==> src/rtl/led_pattern_sequencer_pkg.sv <==
// Shared definitions for the LED pattern sequencer: mode encodings,
// bounce direction type and the counter-width helper.
package led_pattern_sequencer_pkg;

  localparam logic [1:0] MODE_OFF    = 2'b00;
  localparam logic [1:0] MODE_BOUNCE = 2'b01;
  localparam logic [1:0] MODE_FILL   = 2'b10;
  localparam logic [1:0] MODE_BLINK  = 2'b11;

  typedef enum logic {
    DIR_UP   = 1'b0,
    DIR_DOWN = 1'b1
  } dir_e;

  // Number of bits needed to hold the value itself (not value-1), so a
  // counter sized clogb2(W) can reach W as the fill pattern requires.
  function automatic int clogb2(input int value);
    int v;
    int n;
    v = value;
    n = 0;
    while (v > 0) begin
      n = n + 1;
      v = v >> 1;
    end
    return n;
  endfunction

endpackage

==> src/rtl/led_pattern_sequencer_frame_decode.sv <==
// Combinational frame decode: turns registered pattern state into LED drive.
module led_pattern_sequencer_frame_decode
  import led_pattern_sequencer_pkg::*;
#(
  parameter int W     = 10,
  parameter int CNT_W = clogb2(W)
) (
  input  logic [1:0]       mode_q,
  input  logic [CNT_W-1:0] pos,
  input  logic [CNT_W-1:0] fill,
  input  logic             phase,
  output logic [W-1:0]     leds
);

  localparam logic [W-1:0] ONE_W  = {{(W-1){1'b0}}, 1'b1};
  localparam logic [W-1:0] ONES_W = {W{1'b1}};

  // Select the frame for the active pattern; a shift of W or more yields
  // zero, so the inverted fill mask covers the all-on frame at fill==W.
  always_comb begin
    leds = '0;
    case (mode_q)
      MODE_BOUNCE: leds = ONE_W << pos;
      MODE_FILL:   leds = ~(ONES_W << fill);
      MODE_BLINK:  leds = {W{phase}};
      default:     leds = '0;
    endcase
  end

endmodule

==> src/rtl/led_pattern_sequencer.sv <==
// LED animation stage: advances the selected pattern one step per tick,
// restarts cleanly on a mode change and flags each completed period.
module led_pattern_sequencer
  import led_pattern_sequencer_pkg::*;
#(
  parameter int W = 10
) (
  input  logic         clk,
  input  logic         aclr,
  input  logic         tick,
  input  logic [1:0]   mode,
  input  logic         run,
  output logic [W-1:0] leds,
  output logic         cycle_done
);

  localparam int CNT_W = clogb2(W);
  localparam logic [CNT_W-1:0] POS_MAX  = CNT_W'(W - 1);
  localparam logic [CNT_W-1:0] FILL_MAX = CNT_W'(W);
  localparam logic [CNT_W-1:0] CNT_ONE  = CNT_W'(1);

  logic [1:0]       mode_q, mode_d;
  logic [CNT_W-1:0] pos_q, pos_d;
  logic [CNT_W-1:0] fill_q, fill_d;
  dir_e             dir_q, dir_d;
  logic             phase_q, phase_d;
  logic             cycle_done_q, cycle_done_d;

  // Next-state: a mode change restarts the pattern and swallows any tick;
  // otherwise a tick with run high advances the active pattern.
  always_comb begin
    mode_d       = mode_q;
    pos_d        = pos_q;
    fill_d       = fill_q;
    dir_d        = dir_q;
    phase_d      = phase_q;
    cycle_done_d = 1'b0;
    if (mode != mode_q) begin
      mode_d  = mode;
      pos_d   = '0;
      fill_d  = '0;
      dir_d   = DIR_UP;
      phase_d = 1'b0;
    end else if (tick && run) begin
      case (mode_q)
        MODE_BOUNCE: begin
          if (dir_q == DIR_UP) begin
            if (pos_q == POS_MAX) begin
              pos_d = POS_MAX - CNT_ONE;
              // With only two LEDs the turnaround lands straight back on 0.
              if (POS_MAX == CNT_ONE) begin
                dir_d        = DIR_UP;
                cycle_done_d = 1'b1;
              end else begin
                dir_d = DIR_DOWN;
              end
            end else begin
              pos_d = pos_q + CNT_ONE;
            end
          end else begin
            if (pos_q <= CNT_ONE) begin
              pos_d        = '0;
              dir_d        = DIR_UP;
              cycle_done_d = 1'b1;
            end else begin
              pos_d = pos_q - CNT_ONE;
            end
          end
        end
        MODE_FILL: begin
          if (fill_q == FILL_MAX) begin
            fill_d       = '0;
            cycle_done_d = 1'b1;
          end else begin
            fill_d = fill_q + CNT_ONE;
          end
        end
        MODE_BLINK: begin
          phase_d      = ~phase_q;
          cycle_done_d = phase_q;
        end
        default: ;
      endcase
    end
  end

  // State register with asynchronous active-low clear.
  always_ff @(posedge clk or negedge aclr) begin
    if (!aclr) begin
      mode_q       <= MODE_OFF;
      pos_q        <= '0;
      fill_q       <= '0;
      dir_q        <= DIR_UP;
      phase_q      <= 1'b0;
      cycle_done_q <= 1'b0;
    end else begin
      mode_q       <= mode_d;
      pos_q        <= pos_d;
      fill_q       <= fill_d;
      dir_q        <= dir_d;
      phase_q      <= phase_d;
      cycle_done_q <= cycle_done_d;
    end
  end

  assign cycle_done = cycle_done_q;

  led_pattern_sequencer_frame_decode #(
    .W     (W),
    .CNT_W (CNT_W)
  ) u_frame_decode (
    .mode_q (mode_q),
    .pos    (pos_q),
    .fill   (fill_q),
    .phase  (phase_q),
    .leds   (leds)
  );

endmodule

==> config.mk <==
export PLATFORM = sky130hd
export DESIGN_NAME = led_pattern_sequencer
export DESIGN_NICKNAME = d
export VERILOG_FILES = /design/src/rtl/led_pattern_sequencer_pkg.sv /design/src/rtl/led_pattern_sequencer_frame_decode.sv /design/src/rtl/led_pattern_sequencer.sv
export SDC_FILE = /design/constraint.sdc
export NUM_CORES = 1
export LEC_CHECK = 0
export CAP_MARGIN = 30
export CELL_PAD_IN_SITES_DETAIL_PLACEMENT = 1
export CELL_PAD_IN_SITES_GLOBAL_PLACEMENT = 2
export CORE_MARGIN = 2
export CORE_UTILIZATION = 29
export DETAILED_ROUTE_END_ITERATION = 10
export MAX_ROUTING_LAYER = met4
export PLACE_DENSITY_LB_ADDON = 0.2
export SLEW_MARGIN = 10
export SYNTH_ARGS = -nofsm -noshare
export SYNTH_HDL_FRONTEND = slang
export SYNTH_SLANG_ARGS = --single-unit
==> constraint.sdc <==
create_clock -name clk -period 1.85 [get_ports clk]
set_clock_uncertainty 0.15 [all_clocks]
set_input_delay 0.37 -clock clk [delete_from_list [all_inputs] [get_ports clk]]
set_output_delay 0.37 -clock clk [all_outputs]
set_load 0.1 [all_outputs]
[Word-level counts from Yosys, hierarchy flattened]
Cells that the tools add are included.
Storage, ports and cells
  register bits: 13
  bits of input ports: 6
Cells by class
  add/sub/neg operators: 3
  $lt $le $gt $ge: 1
  eq/ne operators: 6
  shift-type cells: 2
  mux-type cells: 26
  bitwise operators: 2
  reduce and logical (&&, ||, !) cells: 8
Operator list (count)
  4-bit 2-to-1 mux: 10
  10-bit case mux with 3 select lines: 1
  1-bit 2-to-1 mux: 14
  10-bit NOT: 1
  1-bit by 4-bit left shift with 10-bit output (first input constant): 1
  10-bit by 4-bit left shift with 10-bit output (first input constant): 1
  4-bit by 1-bit adder with 4-bit output (second input constant): 2
  4-bit equality test (second input constant): 2
  2-bit nonzero test: 4
  2-bit AND reduction: 3
  2-bit equality test (second input constant): 2
  4-bit by 1-bit less-or-equal comparator with 1-bit output (second input constant): 1
  4-bit by 1-bit subtractor with 4-bit output (second input constant): 1
  1-bit case mux with 3 select lines: 1
  2-bit by 1-bit equality test with 1-bit output (second input constant): 1
  2-bit inequality test: 1
  1-bit logical AND: 1
  1-bit NOT: 1

[Logic depth before layout (Yosys ltp)]
Gate-level depths: netlist (run 1).
  word-level depth: 6
  gate-level depth with buffers: 7

[Hierarchy]
Synthesis (run 1) repeated with hierarchy kept, for this count alone.
Second synthesis, totals
  cell total of the unflattened synthesis: 139
  area total of the unflattened synthesis: 1174.9 sq um
Modules (own cells, without submodules)
  led_pattern_sequencer: instances 1, cells an instance 97, area an instance 894.6 sq um, sequential area each 325.3 sq um
  led_pattern_sequencer_frame_decode: instances 1, cells an instance 42, area an instance 280.3 sq um, sequential area each 0.0 sq um

[Worst setup path before layout (run 1)]
No wires, ideal clock.
  kind: register -> output
  start: register fill_q[1]
  end: output leds[8]
  arrival time: 3018 ps
  data required time: 1330 ps
  path slack: -1688 ps
  cell stages (with the launch flop): 5
  cell sequence: dfrtp_1 > inv_1 > ha_1 > nor2b_1 > o31ai_1
Between the ends
  word-level cells in the longest chain between the ends: 3
Ends and longest elaborated chain
  start: declaration: RTL line led_pattern_sequencer.sv:24  | logic [CNT_W-1:0] fill_q, fill_d;
  start signal: assignment: RTL line led_pattern_sequencer.sv:99  | fill_q <= fill_d;
  10-bit by 4-bit left shift with 10-bit output: RTL line led_pattern_sequencer_frame_decode.sv:24  | MODE_FILL: leds = ~(ONES_W << fill);
  10-bit NOT: RTL line led_pattern_sequencer_frame_decode.sv:24
  10-bit case mux with 3 select lines: RTL line led_pattern_sequencer_frame_decode.sv:22  | case (mode_q)
  end: declaration: RTL line led_pattern_sequencer.sv:13  | output logic [W-1:0] leds,
No other way between the ends.

[Worst setup path in the final report (run 1)]
  start: register mode_q[1]
  end: output leds[4]
Between the ends
  word-level cells in the longest chain between the ends: 2
  elaborated cells between the ends (all ways): 4
Ends and longest elaborated chain
  start: declaration: RTL line led_pattern_sequencer.sv:22  | logic [1:0] mode_q, mode_d;
  start signal: assignment: RTL line led_pattern_sequencer.sv:97  | mode_q <= mode_d;
  2-bit equality test or 2-bit by 1-bit equality test with 1-bit output (tied branches): RTL line led_pattern_sequencer_frame_decode.sv:22
  10-bit case mux with 3 select lines *: RTL line led_pattern_sequencer_frame_decode.sv:22
Every way passes the cells marked *; elsewhere a longest branch is shown, timed or not.

==> results.py, run 1 <==
metrics = {
    "die": {
        "ioPinCount": 17,
        "core-area_um2": 3690,
        "die-width_um": 66.2,
        "die_h_um": 66.2,
        "die_area_um2": 4380,
        "rows": 22,
        "initial_core_util": 0.304,
    },
    "sta": {
        "max_freq_ghz": 0.468,
        "hold_viol_final": 0,
        "min_period_ns": 2.14,
        "tns_ns": -2.33,
        "rsz0062_at_grt": "yes",
        "slew_violations": 0,
        "maxSlewHeadroom": 0.778,
        "tightest_slew_ns": 0.332,
        "holdWs_ns": 0.286,
        "finalSetupViolations": 11,
        "min_period_over_period": 1.16,
        "setup_slack_ns": -0.287,
    },
    "detailed_routing": {
        "drc": 0,
        "wl_met2_um": 2160,
        "drtIter0Drc": 45,
        "viasPerCell": 5.17,
        "highest_layer": "met4",
        "wl_met3_um": 135,
        "drt_first_pass_iters": 4,
        "drt-met1-wl_um": 1700,
        "ant_nets": 0,
        "dr_total_vias": 1251,
        "wire_per_inst_um": 16.9,
        "routed_wl_um": 4090,
    },
    "run": {
        "maxCapViolCount": 0,
    },
    "finish": {
        "final_layout_size_suffix_gt1_frac": 0.639,
        "nNetsFinal": 214,
        "area_growth_pct": 103,
        "num_antenna_cells": 0,
        "final_util": 0.617,
        "fill_cells": 387,
        "stdcell_count": 242,
    },
    "synthesis": {
        "synth_common_cells": "nand2_1 (20), dfrtp_1 (13), ha_1 (13)",
        "synth_cell_types": 45,
        "synth_edf_count": 0,
        "ys_ff_latch": 13,
        "yosysMostFrequentCell": "nand2_1",
        "netlist_top_cells_area": "dfrtp_1 (29%), ha_1 (14%), nand2_1 (6.7%)",
        "yosys.area.top_type": "dfrtp_1",
        "syn-num-nets": 147,
        "synth_top_area_frac": 0.290,
        "async_reset_ff_frac": 1.00,
        "synth_sequential_area_ratio": 0.290,
        "synth.avg_cell_area_um2": 8.77,
        "syn_area_um2": 1120,
        "ys_warn_count": 0,
        "synthFlopType": "dfrtp_1",
        "synth_cells": 128,
    },
    "setup_path": {
        "reg2reg_depth": 7,
        "cp.depth": 6,
        "crit_required_ns": 1.33,
        "r2r_end": "cycle_done",
        "startpoint": "mode_q[1]",
        "r2r_slack_ns": -0.18,
        "cp_data_arrival_time_ns": 1.62,
        "crit_slowest_cell": "dfrtp_2",
        "crit_path_end_kind": "output pin",
        "start_kind": "flop",
        "cp_max_fo": 5,
        "r2r-start": "mode_q[1]",
        "worst-path-buf-inv": 3,
        "path_cells": "buf_4 > inv_4 > nor2_4 > nand2_1 > o211ai_1 > buf_12",
        "max_stage_delay_ns": 0.43,
        "cp-endpoint": "leds[4]",
        "critPathKind": "reg2out",
        "critPathTopFamily": "flip-flops",
    },
    "global_routing": {
        "grt_max_degree": 14,
        "grt_pass1_vias": 1342,
        "grt_pass1_wl_um": 6310,
        "grt_overflow_total": 0,
        "antenna_found_initial": 0,
        "grt_usage": 0.195,
    },
    "clock_network": {
        "clock_latency_ns": 0.25,
        "tritoncts": "yes",
        "h-tree-depth": 1,
        "clkSinkCount": 13,
        "clockBufferDepth": 2,
        "root_buffer": "clkbuf_8",
        "holdBufCountCts": 0,
        "clk_pin_slew_ns": 0.06,
        "cts_made_buffers": 3,
    },
    "pwr": {
        "ir_drop_mv": 0.474,
        "p_leak_uw": 0.00101,
        "cellPowerDensity_nw_per_um2": 332,
    },
    "outcome": {
        "violations": "setup timing",
        "status": "complete, but fails checks",
    },
    "placement": {
        "routabilityCongestion": 0.800,
        "post-place-ws_ns": -0.220,
        "hpwl_um": 3000,
        "place_inst": 228,
        "port-buffer-count": 16,
    },
    "worst_hold_path": {
        "worstHoldPathType": "in2async",
    },
}
-- layout make-up --
class / instances / area [µm²] / area share
repair buffers: 69 / 707 / 0.311
clock buffers: 4 / 45.0 / 0.0198
inverters: 8 / 32.5 / 0.0143
well taps: 48 / 60.1 / 0.0264
multi-input cells: 100 / 1100 / 0.484
flip-flops and latches: 13 / 329 / 0.145
-- worst register-to-register path: stages (launching register included) --
cell	delay (ns)
dfrtp_2	0.45
buf_4	0.15
buf_6	0.10
buf_6	0.12
or4b_4	0.51
o21ai_4	0.17
nand3_2	0.08
a211oi_2	0.21
-- report_power, final --
part           switching [µW]  internal, µW  leakage [µW]
clock                     110           153     0.0000228
sequential               5.04           288      0.000173
combinational             101          99.3      0.000816
total                     216           540       0.00101
-- stage by stage --
stage          cell area, µm²  power [µW]
2_1_floorplan            1210         364
3_3_place_gp             1810         440
3_5_place_dp             1810         446
4_1_cts                  2050         735
5_1_grt                  2270         791
6_report                 2270         756
-- worst min-delay path by stage --
stage	startpoint	to	slack, ns
2_1_floorplan	aclr	cycle_done	-0.08
5_1_grt	aclr	dir_q	0.31
4_1_cts	aclr	dir_q	0.29
3_5_place_dp	phase_q	phase_q	0.42
6_report	aclr	pos_q[0]	0.29
3_3_place_gp	phase_q	phase_q	0.42
-- flip-flops by register name (all words and copies together), names as in the netlist --
name	flops
mode_q	2
dir_q	1
cycle_done	1
pos_q	4
phase_q	1
fill_q	4
-- kinds of logic after synthesis --
group | Yosys count | synth area share
xor+xnor | 2 | 0.0156
fa+ha+maj | 13 | 0.145
simple gates | 50 | 0.239
flops | 13 | 0.290
buf+inv | 15 | 0.0635
mux | 2 | 0.0201
compound gates | 33 | 0.227
-- per-layer routing --
layer	vias to the layer above	track usage
li1	603	-
met1	610	0.213
met2	27	0.354
met3	11	0.0290
met4	0	0.0791
met5	-	-
-- cell usage in the layout, fill, tap and decap left out, drive strengths merged, types with 6 or more instances in the layout --
cell type / synthesis / layout
a22o: 6 / 6
buf: 4 / 63
dfrtp: 13 / 13
ha: 13 / 13
inv: 8 / 8
nand2: 20 / 20
nand3: 6 / 6
o21ai: 6 / 6
-- timing repair --
item                                    in CTS  in global routing
gates cloned                                 0                  0
pin swaps                                   19                 18
setup buffers                                4                  8
endpoints found under the setup margin      12                 19
resized for setup                           40                 39
Note: power is estimated with default switching activity, not from simulation.
==> run 2: changes to the inputs <==
- CORE_UTILIZATION: 29 -> 30
- CTS_BUF_LIST: default -> sky130_fd_sc_hd__clkbuf_4 sky130_fd_sc_hd__clkbuf_8
==> run 2 against run 1 <==
The run still ends with setup timing left. Worst setup slack got worse by 0.017 ns. Sequential cell count unchanged. Non-clock buffer count decreased by 6. Fmax decreased by 0.80%. Via count decreased by 3.8%. Wire length decreased by 2.0%. Critical path depth increased by 1. First-iteration DRC count decreased by 44%. Count of clock-buffer cells in the layout unchanged. Utilization decreased by 2.8 points. Clock power increased by 3%.
==> results.py, run 2 (synthesized netlist as in run 1, its figures left out) <==
metrics = {
    "outcome": {
        "status": "complete, but fails checks",
        "violations": "setup timing",
    },
    "finish": {
        "largestRegisters": "fill_q: 4 flops, pos_q: 4 flops, mode_q: 2 flops",
        "layout_commonest_cell": "buf_4",
        "area_growth_pct": 90.6,
        "final_cell_mix": "buf_4 (41), nand2_1 (14), dfrtp_1 (10), buf_12 (8)",
        "fill_cells": 409,
        "nNetsFinal": 208,
        "final_layout_size_suffix_gt1_frac": 0.574,
        "num_antenna_cells": 0,
    },
    "detailed_routing": {
        "drtIter0Drc": 25,
        "ant_nets": 0,
        "drc": 0,
        "viasPerCell": 5.10,
        "drt_first_pass_iters": 4,
        "routed_wl_um": 4010,
        "wire_per_inst_um": 17.0,
        "dr_total_vias": 1204,
    },
    "sta": {
        "hold_viol_final": 0,
        "max_freq_ghz": 0.464,
        "min_period_ns": 2.15,
        "tightest_slew_ns": 0.349,
        "slew_violations": 0,
        "maxSlewHeadroom": 0.767,
        "holdWs_ns": 0.287,
        "min_period_over_period": 1.16,
        "finalSetupViolations": 10,
        "tns_ns": -2.47,
        "setup_slack_ns": -0.304,
        "rsz0062_at_grt": "yes",
    },
    "pwr": {
        "p_switching_uw": 198,
        "combPwrFrac": 0.231,
        "p_leak_uw": 0.000940,
        "ir_drop_mv": 0.424,
        "p_seq_frac": 0.400,
        "p_sw_frac": 0.269,
        "cellPowerDensity_nw_per_um2": 344,
        "p_clk_frac": 0.369,
        "p_int_uw": 538,
    },
    "global_routing": {
        "grt_overflow_total": 0,
        "grt_pass1_vias": 1278,
        "grt_pass1_wl_um": 6000,
        "grt_usage": 0.190,
        "antenna_found_initial": 0,
        "grt_max_degree": 14,
    },
    "placement": {
        "port-buffer-count": 16,
        "routabilityCongestion": 0.806,
        "hpwl_um": 2850,
    },
    "setup_path": {
        "crit_path_end_kind": "output pin",
        "start_kind": "flop",
        "cpMostUsedCell": "ha_4",
        "reg2reg_depth": 6,
        "cp_data_arrival_time_ns": 1.63,
        "max_stage_delay_ns": 0.42,
        "crit_required_ns": 1.33,
        "critPathKind": "reg2out",
        "path_cells": "inv_2 > ha_4 > buf_4 > ha_4 > nand2_1 > o211ai_1 > clkbuf_16",
        "r2r_slack_ns": 0.04,
        "crit_slowest_cell": "dfrtp_1",
        "cp_max_fo": 3,
    },
    "die": {
        "die_area_um2": 4250,
        "core-area_um2": 3630,
        "die_h_um": 65.2,
        "rows": 22,
        "die-width_um": 65.2,
        "initial_core_util": 0.309,
        "ioPinCount": 17,
    },
    "clock_network": {
        "cts_made_buffers": 3,
        "tritoncts": "yes",
        "clockBufferDepth": 2,
        "clkSinkCount": 13,
        "holdBufCountCts": 0,
        "h-tree-depth": 1,
        "clk_pin_slew_ns": 0.06,
        "root_buffer": "clkbuf_8",
        "clock_latency_ns": 0.24,
    },
    "run": {
        "maxCapViolCount": 0,
    },
    "worst_hold_path": {
        "worstHoldPathType": "in2async",
    },
}
run 2: routing by layer:
metal	part of all wire	GRT usage	wire length [µm]	vias up
met5	0	-	0	-
met4	0.0052	0.0469	21	0
met3	0.020	0.0325	80	2
met2	0.56	0.349	2260	15
met1	0.41	0.215	1650	600
li1	-	-	-	587
run 2: final timing paths:
check,from,end
max in group asynchronous,aclr,mode_q[0]
worst max register to register,mode_q[1],pos_q[3]
worst min register to register,pos_q[3],pos_q[3]
worst min-delay path,aclr,fill_q[1]
worst max-delay path,pos_q[0],leds[4]
min in group clk,pos_q[3],pos_q[3]
run 2: power by group through the flow:
| stage | clock network (µW) | logic, µW | registers, µW |
|---|---|---|---|
| after floorplan | 0 | 68.4 | 295 |
| after global placement | 0 | 140 | 298 |
| after detailed placement | 0 | 145 | 298 |
| after CTS | 278 | 157 | 294 |
| after global routing | 296 | 182 | 295 |
| final | 271 | 170 | 294 |
run 2: repair_timing:
action                     4_1_cts  5_1_grt
setup buffers                    3        6
pin swaps                       11       18
setup endpoints to repair       14       17
gates cloned                     0        0
resized for setup               23       34
run 2: critical path, delay by kind of cell, from the launching register on:
family          cells  cell delay, ns
buf+inv             3            0.50
flops               1            0.42
compound gates      1            0.14
simple gates        1            0.05
fa+ha+maj           2            0.27
run 2: cell type report:
| cell class | instances | area [µm²] | area share |
|---|---|---|---|
| well taps | 48 | 60.1 | 0.0281 |
| inverters | 8 | 32.5 | 0.0152 |
| clock buffers | 4 | 48.8 | 0.0228 |
| repair buffers | 63 | 661 | 0.309 |
| multi-input cells | 100 | 1010 | 0.471 |
| flip-flops and latches | 13 | 329 | 0.154 |
run 2: stage by stage:
step | total power [µW] | util | std cells | worst slack [ns] | area, µm²
2_1_floorplan | 364 | - | 128 | -0.917 | 1210
3_3_place_gp | 438 | 0.494 | 226 | -0.153 | 1800
3_5_place_dp | 443 | 0.494 | 226 | -0.263 | 1800
4_1_cts | 730 | 0.541 | 233 | -0.281 | 1970
5_1_grt | 772 | 0.589 | 236 | -0.363 | 2140
6_report | 736 | 0.589 | 236 | -0.304 | 2140
